--- src/rtl/mem_bus_arbiter.sv ---
// mem_bus_arbiter: merges the core's instruction bus (ireq/iresp) and data bus
// (dreq/dresp) onto one single-beat cache/memory bus (creq/cresp).
// Data-first arbitration, with an anti-starvation counter that forces an ibus
// grant after STARVE_LIMIT consecutive dbus grants taken while ibus waited.
// Ports:
//   clk, reset          rising-edge clock, asynchronous active-high reset
//   ireq  / iresp       fetch request in (held until data_ok) / fetch response out
//   dreq  / dresp       load/store request in (held until data_ok) / response out
//   creq  / cresp       registered single-beat request out / memory response in
//   i_grants, d_grants, stall_cycles   CNT_W-bit performance counters
// Optional feature macro: MEM_ARB_PERF_EN adds the CNT_W parameter and the three
// performance counters; without it the arbitration behaviour is identical.

package mem_bus_arbiter_pkg;
  localparam int unsigned ADDR_W = 64;
  localparam int unsigned DATA_W = 64;
  localparam int unsigned STRB_W = DATA_W / 8;

  typedef enum logic [2:0] {MSIZE1 = 3'd0, MSIZE2 = 3'd1, MSIZE4 = 3'd2, MSIZE8 = 3'd3} msize_t;
  typedef enum logic [7:0] {MLEN1 = 8'd0, MLEN2 = 8'd1, MLEN4 = 8'd3, MLEN8 = 8'd7} mlen_t;
  typedef enum logic [1:0] {AXI_BURST_FIXED = 2'd0, AXI_BURST_INCR = 2'd1,
                            AXI_BURST_WRAP = 2'd2} axi_burst_t;

  typedef struct packed {
    logic              valid;
    logic [ADDR_W-1:0] addr;
  } ibus_req_t;

  typedef struct packed {
    logic              addr_ok;
    logic              data_ok;
    logic [DATA_W-1:0] data;
  } ibus_resp_t;

  typedef struct packed {
    logic              valid;
    logic [ADDR_W-1:0] addr;
    msize_t            size;
    logic [STRB_W-1:0] strobe;
    logic [DATA_W-1:0] data;
  } dbus_req_t;

  typedef struct packed {
    logic              addr_ok;
    logic              data_ok;
    logic [DATA_W-1:0] data;
  } dbus_resp_t;

  typedef struct packed {
    logic              valid;
    logic              is_write;
    msize_t            size;
    logic [ADDR_W-1:0] addr;
    logic [STRB_W-1:0] strobe;
    logic [DATA_W-1:0] data;
    mlen_t             len;
    axi_burst_t        burst;
  } cbus_req_t;

  typedef struct packed {
    logic              ready;
    logic              last;
    logic [DATA_W-1:0] data;
  } cbus_resp_t;
endpackage

module mem_bus_arbiter
  import mem_bus_arbiter_pkg::*;
#(
  parameter int unsigned STARVE_LIMIT = 4
`ifdef MEM_ARB_PERF_EN
  , parameter int unsigned CNT_W = 32
`endif
) (
  input  logic       clk,
  input  logic       reset,
  input  ibus_req_t  ireq,
  output ibus_resp_t iresp,
  input  dbus_req_t  dreq,
  output dbus_resp_t dresp,
  output cbus_req_t  creq,
  input  cbus_resp_t cresp
`ifdef MEM_ARB_PERF_EN
  , output logic [CNT_W-1:0] i_grants
  , output logic [CNT_W-1:0] d_grants
  , output logic [CNT_W-1:0] stall_cycles
`endif
);

  localparam logic [1:0] IDLE  = 2'd0;
  localparam logic [1:0] FETCH = 2'd1;
  localparam logic [1:0] DATA  = 2'd2;

  localparam int unsigned        STARVE_W   = $clog2(STARVE_LIMIT + 1);
  localparam logic [STARVE_W-1:0] STARVE_MAX = STARVE_W'(STARVE_LIMIT);

  logic [1:0]          state, state_n;
  cbus_req_t           creq_n;
  logic [STARVE_W-1:0] starve_cnt, starve_n;
  logic                done_c;

  // State, latched request (which is creq itself) and starvation counter.
  always_ff @(posedge clk or posedge reset) begin
    if (reset) begin
      state      <= IDLE;
      creq       <= '0;
      starve_cnt <= '0;
    end else begin
      state      <= state_n;
      creq       <= creq_n;
      starve_cnt <= starve_n;
    end
  end

  // Arbitration, request latching and completion detection.
  always_comb begin
    state_n  = state;
    creq_n   = creq;
    starve_n = starve_cnt;
    done_c   = 1'b0;
    case (state)
      IDLE: begin
        if (!ireq.valid) starve_n = '0;
        // Data wins unless ibus has already waited through STARVE_LIMIT grants.
        if (dreq.valid && !(ireq.valid && starve_cnt == STARVE_MAX)) begin
          state_n         = DATA;
          creq_n.valid    = 1'b1;
          creq_n.is_write = |dreq.strobe;
          creq_n.size     = dreq.size;
          creq_n.addr     = dreq.addr;
          creq_n.strobe   = dreq.strobe;
          creq_n.data     = dreq.data;
          creq_n.len      = MLEN1;
          creq_n.burst    = AXI_BURST_FIXED;
          if (ireq.valid && starve_cnt != STARVE_MAX)
            starve_n = starve_cnt + STARVE_W'(1);
        end else if (ireq.valid) begin
          state_n         = FETCH;
          creq_n.valid    = 1'b1;
          creq_n.is_write = 1'b0;
          creq_n.size     = MSIZE4;
          creq_n.addr     = ireq.addr;
          creq_n.strobe   = '0;
          creq_n.data     = '0;
          creq_n.len      = MLEN1;
          creq_n.burst    = AXI_BURST_FIXED;
          starve_n        = '0;
        end
      end
      FETCH, DATA: begin
        if (cresp.ready && cresp.last) begin
          done_c  = 1'b1;
          state_n = IDLE;
          creq_n  = '0;
        end
      end
      default: begin
        state_n = IDLE;
        creq_n  = '0;
      end
    endcase
  end

  // Completion pulse to the granted port; dropped if that requester gave up.
  always_comb begin
    iresp = '0;
    dresp = '0;
    if (done_c && state == FETCH && ireq.valid) begin
      iresp.addr_ok = 1'b1;
      iresp.data_ok = 1'b1;
      iresp.data    = cresp.data;
    end
    if (done_c && state == DATA && dreq.valid) begin
      dresp.addr_ok = 1'b1;
      dresp.data_ok = 1'b1;
      dresp.data    = cresp.data;
    end
  end

`ifdef MEM_ARB_PERF_EN
  logic grant_i_c, grant_d_c;
  assign grant_i_c = (state == IDLE) && (state_n == FETCH);
  assign grant_d_c = (state == IDLE) && (state_n == DATA);

  // Free-running performance counters, wrapping at 2^CNT_W.
  always_ff @(posedge clk or posedge reset) begin
    if (reset) begin
      i_grants     <= '0;
      d_grants     <= '0;
      stall_cycles <= '0;
    end else begin
      if (grant_i_c) i_grants <= i_grants + CNT_W'(1);
      if (grant_d_c) d_grants <= d_grants + CNT_W'(1);
      if (creq.valid && !cresp.ready) stall_cycles <= stall_cycles + CNT_W'(1);
    end
  end
`endif

endmodule
--- config.mk ---
export PLATFORM = sky130hd
export DESIGN_NAME = mem_bus_arbiter
export DESIGN_NICKNAME = d
export VERILOG_FILES = /design/src/rtl/mem_bus_arbiter.sv
export SDC_FILE = /design/constraint.sdc
export NUM_CORES = 1
export LEC_CHECK = 0
export ABC_AREA = 1
export CORE_AREA = 2 2 215 217
export DETAILED_ROUTE_END_ITERATION = 7
export DIE_AREA = 0 0 217 219
export PLACE_DENSITY = 0.55
export SETUP_SLACK_MARGIN = 0.4
export SLEW_MARGIN = 20
export SYNTH_ARGS = -nofsm -noshare
export SYNTH_HDL_FRONTEND = slang
export SYNTH_SLANG_ARGS = --single-unit
--- constraint.sdc ---
create_clock -name clk -period 5.2 [get_ports clk]
set_input_delay 0.52 -clock clk [delete_from_list [all_inputs] [get_ports clk]]
set_output_delay 0.52 -clock clk [all_outputs]
set_load 0.01 [all_outputs]
==> results of run 1 <==
-- synth_stat cells --
cell / n
nand2_1: 393
nor2_1: 230
dfrtp_1: 146
nand3_1: 87
inv_1: 73
a21boi_0: 42
buf_2: 39
buf_4: 21
clkbuf_1: 14
a21boi_1: 7
buf_1: 5
ha_1: 5
nand2_2: 4
o21ai_0: 4
inv_2: 3
buf_6: 2
nor2_2: 2
clkbuf_2: 1
conb_1: 1
nand4_1: 1
o21bai_1: 1
o22ai_1: 1
xnor2_1: 1
-- stage by stage --
step | utilization | hold WS (ps) | area (µm²) | setup slack (ps)
finish | 0.314 | 478 | 14100 | 1870
global route | 0.314 | 492 | 14100 | 1780
CTS | 0.314 | 483 | 14100 | 1890
detailed placement | 0.302 | 465 | 13600 | 1770
global placement | 0.302 | 462 | 13600 | 1790
floorplan | - | 481 | 7720 | 757
-- cells in the final DEF, fill, tap and decap left out --
cell / Yosys / final
a21boi_0: 42 / 42
a21boi_1: 7 / 7
buf_4: 21 / 12
clkbuf_1: 14 / 2
clkbuf_16: 0 / 17
clkbuf_8: 0 / 1
clkdlybuf4s50_1: 0 / 545
clkinv_2: 0 / 2
clkinv_4: 0 / 1
clkinvlp_4: 0 / 5
conb_1: 1 / 10
dfrtp_1: 146 / 146
diode_2: 0 / 2
ha_1: 5 / 5
inv_1: 73 / 72
inv_2: 3 / 3
inv_6: 0 / 4
nand2_1: 393 / 393
nand2_2: 4 / 3
nand2_8: 0 / 1
nand3_1: 87 / 84
nand3_2: 0 / 2
nand3_4: 0 / 1
nand4_1: 1 / 1
nor2_1: 230 / 230
nor2_4: 0 / 2
o21ai_0: 4 / 4
o21bai_1: 1 / 1
o22ai_1: 1 / 1
xnor2_1: 1 / 1
-- routing by layer --
layer	global-route usage	vias to the layer above	share of wire
li1	-	4264	-
met1	0.179	4135	0.40
met2	0.269	366	0.49
met3	0.0489	46	0.079
met4	0.0651	2	0.032
met5	0	-	0.00031
-- area by class of cell --
type | instances | area (µm²)
multi-input combinational | 788 | 3370
antenna | 2 | 5.00
inverter | 76 | 290
fill | 4836 | 30900
timing repair buffer | 557 | 5550
sequential | 146 | 3650
clock inverter | 11 | 82.6
tap | 600 | 751
clock buffer | 20 | 447
-- sequential cells by signal (all words and copies together), names as in the netlist --
name,count
creq,141
starve_cnt,3
state,2
-- cell families after synthesis --
logic type / share of synthesized area
AO/OA/AOI/OAI: 0.0523
XOR/XNOR: 0.00114
AND/OR/NAND/NOR: 0.367
flip-flops: 0.475
adder cells (fa/ha/maj): 0.00814
buffers and inverters: 0.0959
other: 0.000488
-- power breakdown --
| part | internal [W] | switching (W) |
|---|---|---|
| logic | 0.00132 | 0.00156 |
| clock network | 0.000623 | 0.000551 |
| registers | 0.00159 | 0.000241 |
| total | 0.00353 | 0.00236 |
-- worst register-to-register path, stage by stage (launching register included) --
cell	delay [ps]
dfrtp_1	410
inv_1	90
ha_1	280
nand2_2	140
nand2_8	360
buf_4	810
nor2_1	200
nor2_1	140
nand2_1	60
-- final timing paths --
path,slack (ps),depth (start not counted),to
min reg2reg,480,2,creq[146]
max in group asynchronous,3570,3,creq[144]
min,480,2,creq[146]
max,1870,5,dresp[52]
max reg2reg,2600,8,creq[122]
min in group asynchronous,510,2,creq[123]
==> flow_summary.json, run 1 <==
{
  "ys_seq_elements": 146,
  "area_growth_pct": 84.1,
  "clkSinkCount": 146,
  "grt_usage": 0.156,
  "critPathArrivalTime_ps": 2810,
  "setup_viol": 0,
  "post-route-min-period_ps": 3330,
  "end_kind": "output port",
  "rsz0062_at_grt": "false",
  "dp_cells": 2167,
  "finalClockSkew_ps": 10.9,
  "htree_levels": 4,
  "setup.worst_path.class": "primary input to output port",
  "rows": 78,
  "hold_viol_final": 0,
  "power.total_w": 0.00588,
  "drt_iter0_markers": 420,
  "period_share": 0.639,
  "place_hpwl_um": 29000,
  "io_buffers": 545,
  "synthCells": 1083,
  "path_cells": "clkdlybuf4s50_1 > nand3_2 > buf_4 > nor2_1 > clkdlybuf4s50_1",
  "antenna_left": 0,
  "seq_area_frac_synth": 0.475,
  "min_path_type": "flip-flop to flip-flop",
  "drv_slew": 0,
  "syn_avg_cell_area_um2": 7.10,
  "clock_path_buffers": 2,
  "die_w_um": 217,
  "num_vias": 8813,
  "max_freq_ghz": 0.301,
  "cts_setup_buffers": 0,
  "required_ps": 4680,
  "cap_violations": 0,
  "finalWirelength_um": 38500,
  "cpPeakStageDelay_ps": 820,
  "viasPerCell": 4.01,
  "fin_cells": 2200,
  "pin_count": 556,
  "cp-startpoint": "dreq[139]",
  "cp_top_family": "buffers and inverters",
  "antenna_found_initial": 3,
  "cts_resized": 0,
  "synth_area_leaders": "dfrtp_1, nand2_1, nor2_1, nand3_1, a21boi_0",
  "first_global_vias": 8796,
  "grt_max_degree": 88,
  "ctsHoldBuffers": 0,
  "critPathMaxFanout": 65,
  "grt_pass1_wl_um": 55600,
  "insertion_delay_ps": 450,
  "path_common_cell": "clkdlybuf4s50_1",
  "netlist_area_um2": 7680,
  "clk_pin_slew_worst_paths_ps": 60,
  "ir_drop_uv": 226,
  "slew_headroom": 0.368,
  "fin_nets": 1864,
  "power.density_nw_per_um2": 416,
  "drc": 0,
  "wl_per_cell_um": 17.5,
  "start_util": 0.170,
  "synth.distinct_cells": 23,
  "fp.dieH_um": 219,
  "p_leak_nw": 6.61,
  "r2r_start": "state[0]",
  "gp_congestion": 0.869,
  "tightest_slew_ps": 948,
  "cts_tree": "done",
  "status": "finished clean",
  "yosys.area.top_type": "dfrtp_1",
  "numCtsBuffers": 17,
  "yosys.area.top_type_share": 0.475,
  "yosys_warnings": 0,
  "crit_slowest_cell": "clkdlybuf4s50_1",
  "globalRouteOverflowTotal": 0,
  "critPathBufInv": 3,
  "hp-start": "creq[146]",
  "drt_pass1_iterations": 5,
  "dieArea_um2": 47500,
  "worstSetupStartpointType": "primary input",
  "fin_tns_setup_ps": 0,
  "core_area_um2": 45100,
  "drive_gt1_frac": 0.0338,
  "cts_root_buf": "clkbuf_16"
}
Note: power is estimated with default switching activity, not from simulation.
==> run 2, diff against run 1 <==
==> constraint.sdc (replaced) <==
create_clock -name clk -period 3.2 [get_ports clk]
set_input_delay 0.32 -clock clk [delete_from_list [all_inputs] [get_ports clk]]
set_output_delay 0.32 -clock clk [all_outputs]
set_load 0.01 [all_outputs]
==> flow_summary.json, run 2 (same netlist as run 1, synthesis figures left out) <==
{
  "core_area_um2": 45100,
  "power.density_nw_per_um2": 680,
  "rsz0062_at_grt": "true",
  "p_clk_frac": 0.222,
  "antenna_found_initial": 3,
  "fp.dieH_um": 219,
  "top_regs": "creq: 141 flops, starve_cnt: 3 flops, state: 2 flops",
  "fin_nets": 1875,
  "grt_usage": 0.154,
  "clock_path_buffers": 2,
  "setup_slack_ps": 453,
  "insertion_delay_ps": 450,
  "drc": 0,
  "area_growth_pct": 90.0,
  "fin_tns_setup_ps": 0,
  "largest_register_ffs": 141,
  "post-route-min-period_ps": 2750,
  "stdcell_area_um2": 14600,
  "crit_slowest_cell": "clkdlybuf4s50_1",
  "place_ws_ps": 568,
  "drv_slew": 0,
  "cts_tree": "done",
  "p_leak_nw": 8.16,
  "combPwrFrac": 0.479,
  "place_hpwl_um": 28500,
  "clk_pin_slew_worst_paths_ps": 70,
  "path_cells": "inv_1 > ha_1 > nand3_1 > inv_2 > nand3_4 > buf_12 > nor2_1 > clkdlybuf4s50_1",
  "gp_congestion": 0.910,
  "grt_max_degree": 88,
  "critPathArrivalTime_ps": 2430,
  "tightest_slew_ps": 699,
  "cpPeakStageDelay_ps": 550,
  "intPower_w": 0.00612,
  "fin_util": 0.324,
  "drive_gt1_frac": 0.0435,
  "status": "finished clean",
  "pin_count": 556,
  "max_freq_ghz": 0.364,
  "io_buffers": 545,
  "finalClockSkew_ps": 15.5,
  "setup_viol": 0,
  "critPathMaxFanout": 17,
  "cap_violations": 0,
  "place_area_um2": 13700,
  "required_ps": 2880,
  "drt_iter0_markers": 493,
  "start_util": 0.170,
  "r2r_start": "state[1]",
  "finalWirelength_um": 38900,
  "period_share": 0.858,
  "hold_ws_ps": 178,
  "p_sw_w": 0.00380,
  "rows": 78,
  "seqPwrFrac": 0.299,
  "final_common_cell": "clkdlybuf4s50_1",
  "clkSinkCount": 146,
  "layout_common_cells": "clkdlybuf4s50_1, nand2_1, nor2_1, dfrtp_1, nand3_1",
  "worstSetupStartpointType": "flip-flop",
  "cp-startpoint": "state[1]",
  "grt_pass1_wl_um": 54800,
  "globalRouteOverflowTotal": 0,
  "cts_root_buf": "clkbuf_16",
  "drt_pass1_iterations": 5,
  "reg2reg_slack_ps": 930,
  "ctsHoldBuffers": 0,
  "ir_drop_uv": 330,
  "wl_per_cell_um": 17.6,
  "swShare": 0.383,
  "numCtsBuffers": 17,
  "min_path_type": "primary input to asynchronous set/reset pin",
  "end_kind": "output port",
  "htree_levels": 4,
  "setup.worst_path.class": "flip-flop to output port",
  "slew_headroom": 0.534,
  "die_w_um": 217,
  "dieArea_um2": 47500,
  "num_vias": 8838,
  "viasPerCell": 4.00,
  "antenna_left": 0,
  "hold_viol_final": 0,
  "regMostFlops": "creq",
  "first_global_vias": 8863
}
==> run 2: power by group through the flow <==
stage	Combinational (W)	Sequential, W	Clock [W]
after CTS	0.00485	0.00298	0.00229
final	0.00475	0.00297	0.00220
after global routing	0.00520	0.00307	0.00235
after detailed placement	0.00483	0.00299	0
after global placement	0.00483	0.00297	0
after floorplan	0.00190	0.00329	0
==> run 2: critical path: cells and delay by family (launching register included) <==
| family | cells | cell delay (ps) |
|---|---|---|
| buffers and inverters | 4 | 940 |
| AND/OR/NAND/NOR | 3 | 340 |
| flip-flops | 1 | 350 |
| adder cells (fa/ha/maj) | 1 | 320 |
==> run 2: what timing repair did <==
| item | 4_1_cts | 5_1_grt |
|---|---|---|
| gates resized for setup | 50 | 67 |
| gates cloned | 0 | 4 |
| buffers inserted | 0 | 4 |
| endpoints found under the setup margin | 132 | 92 |
==> run 2: final timing paths <==
kind | endpoint | depth (start not counted)
worst max-delay path | iresp[46] | 8
worst min-delay path | creq[61] | 2
worst max register to register | creq[123] | 9
worst min register to register | creq[40] | 2
min in group clk | creq[73] | 3
max in group asynchronous | starve_cnt[2] | 3
==> run 2: through the flow <==
step                      total power (W)  std cells
after floorplan                   0.00519       1092
after global placement            0.00780       2170
after detailed placement          0.00782       2170
after CTS                          0.0101       2201
after global routing               0.0106       2209
final                             0.00992       2210
==> run 2: per-layer routing <==
layer,global-route usage,up-vias,part of all wire
li1,-,4287,-
met2,0.269,368,0.51
met5,0,-,0.00033
met3,0.0496,53,0.080
met4,0.0655,2,0.032
met1,0.170,4128,0.38
==> run 2: layout make-up <==
cell class | count | area (µm²)
Clock buffer | 20 | 457
Sequential cell | 146 | 3650
Antenna cell | 1 | 2.50
Multi-Input combinational cell | 788 | 3400
Tap cell | 600 | 751
Clock inverter | 11 | 176
Fill cell | 4830 | 30500
Timing Repair Buffer | 568 | 5870
Inverter | 76 | 289
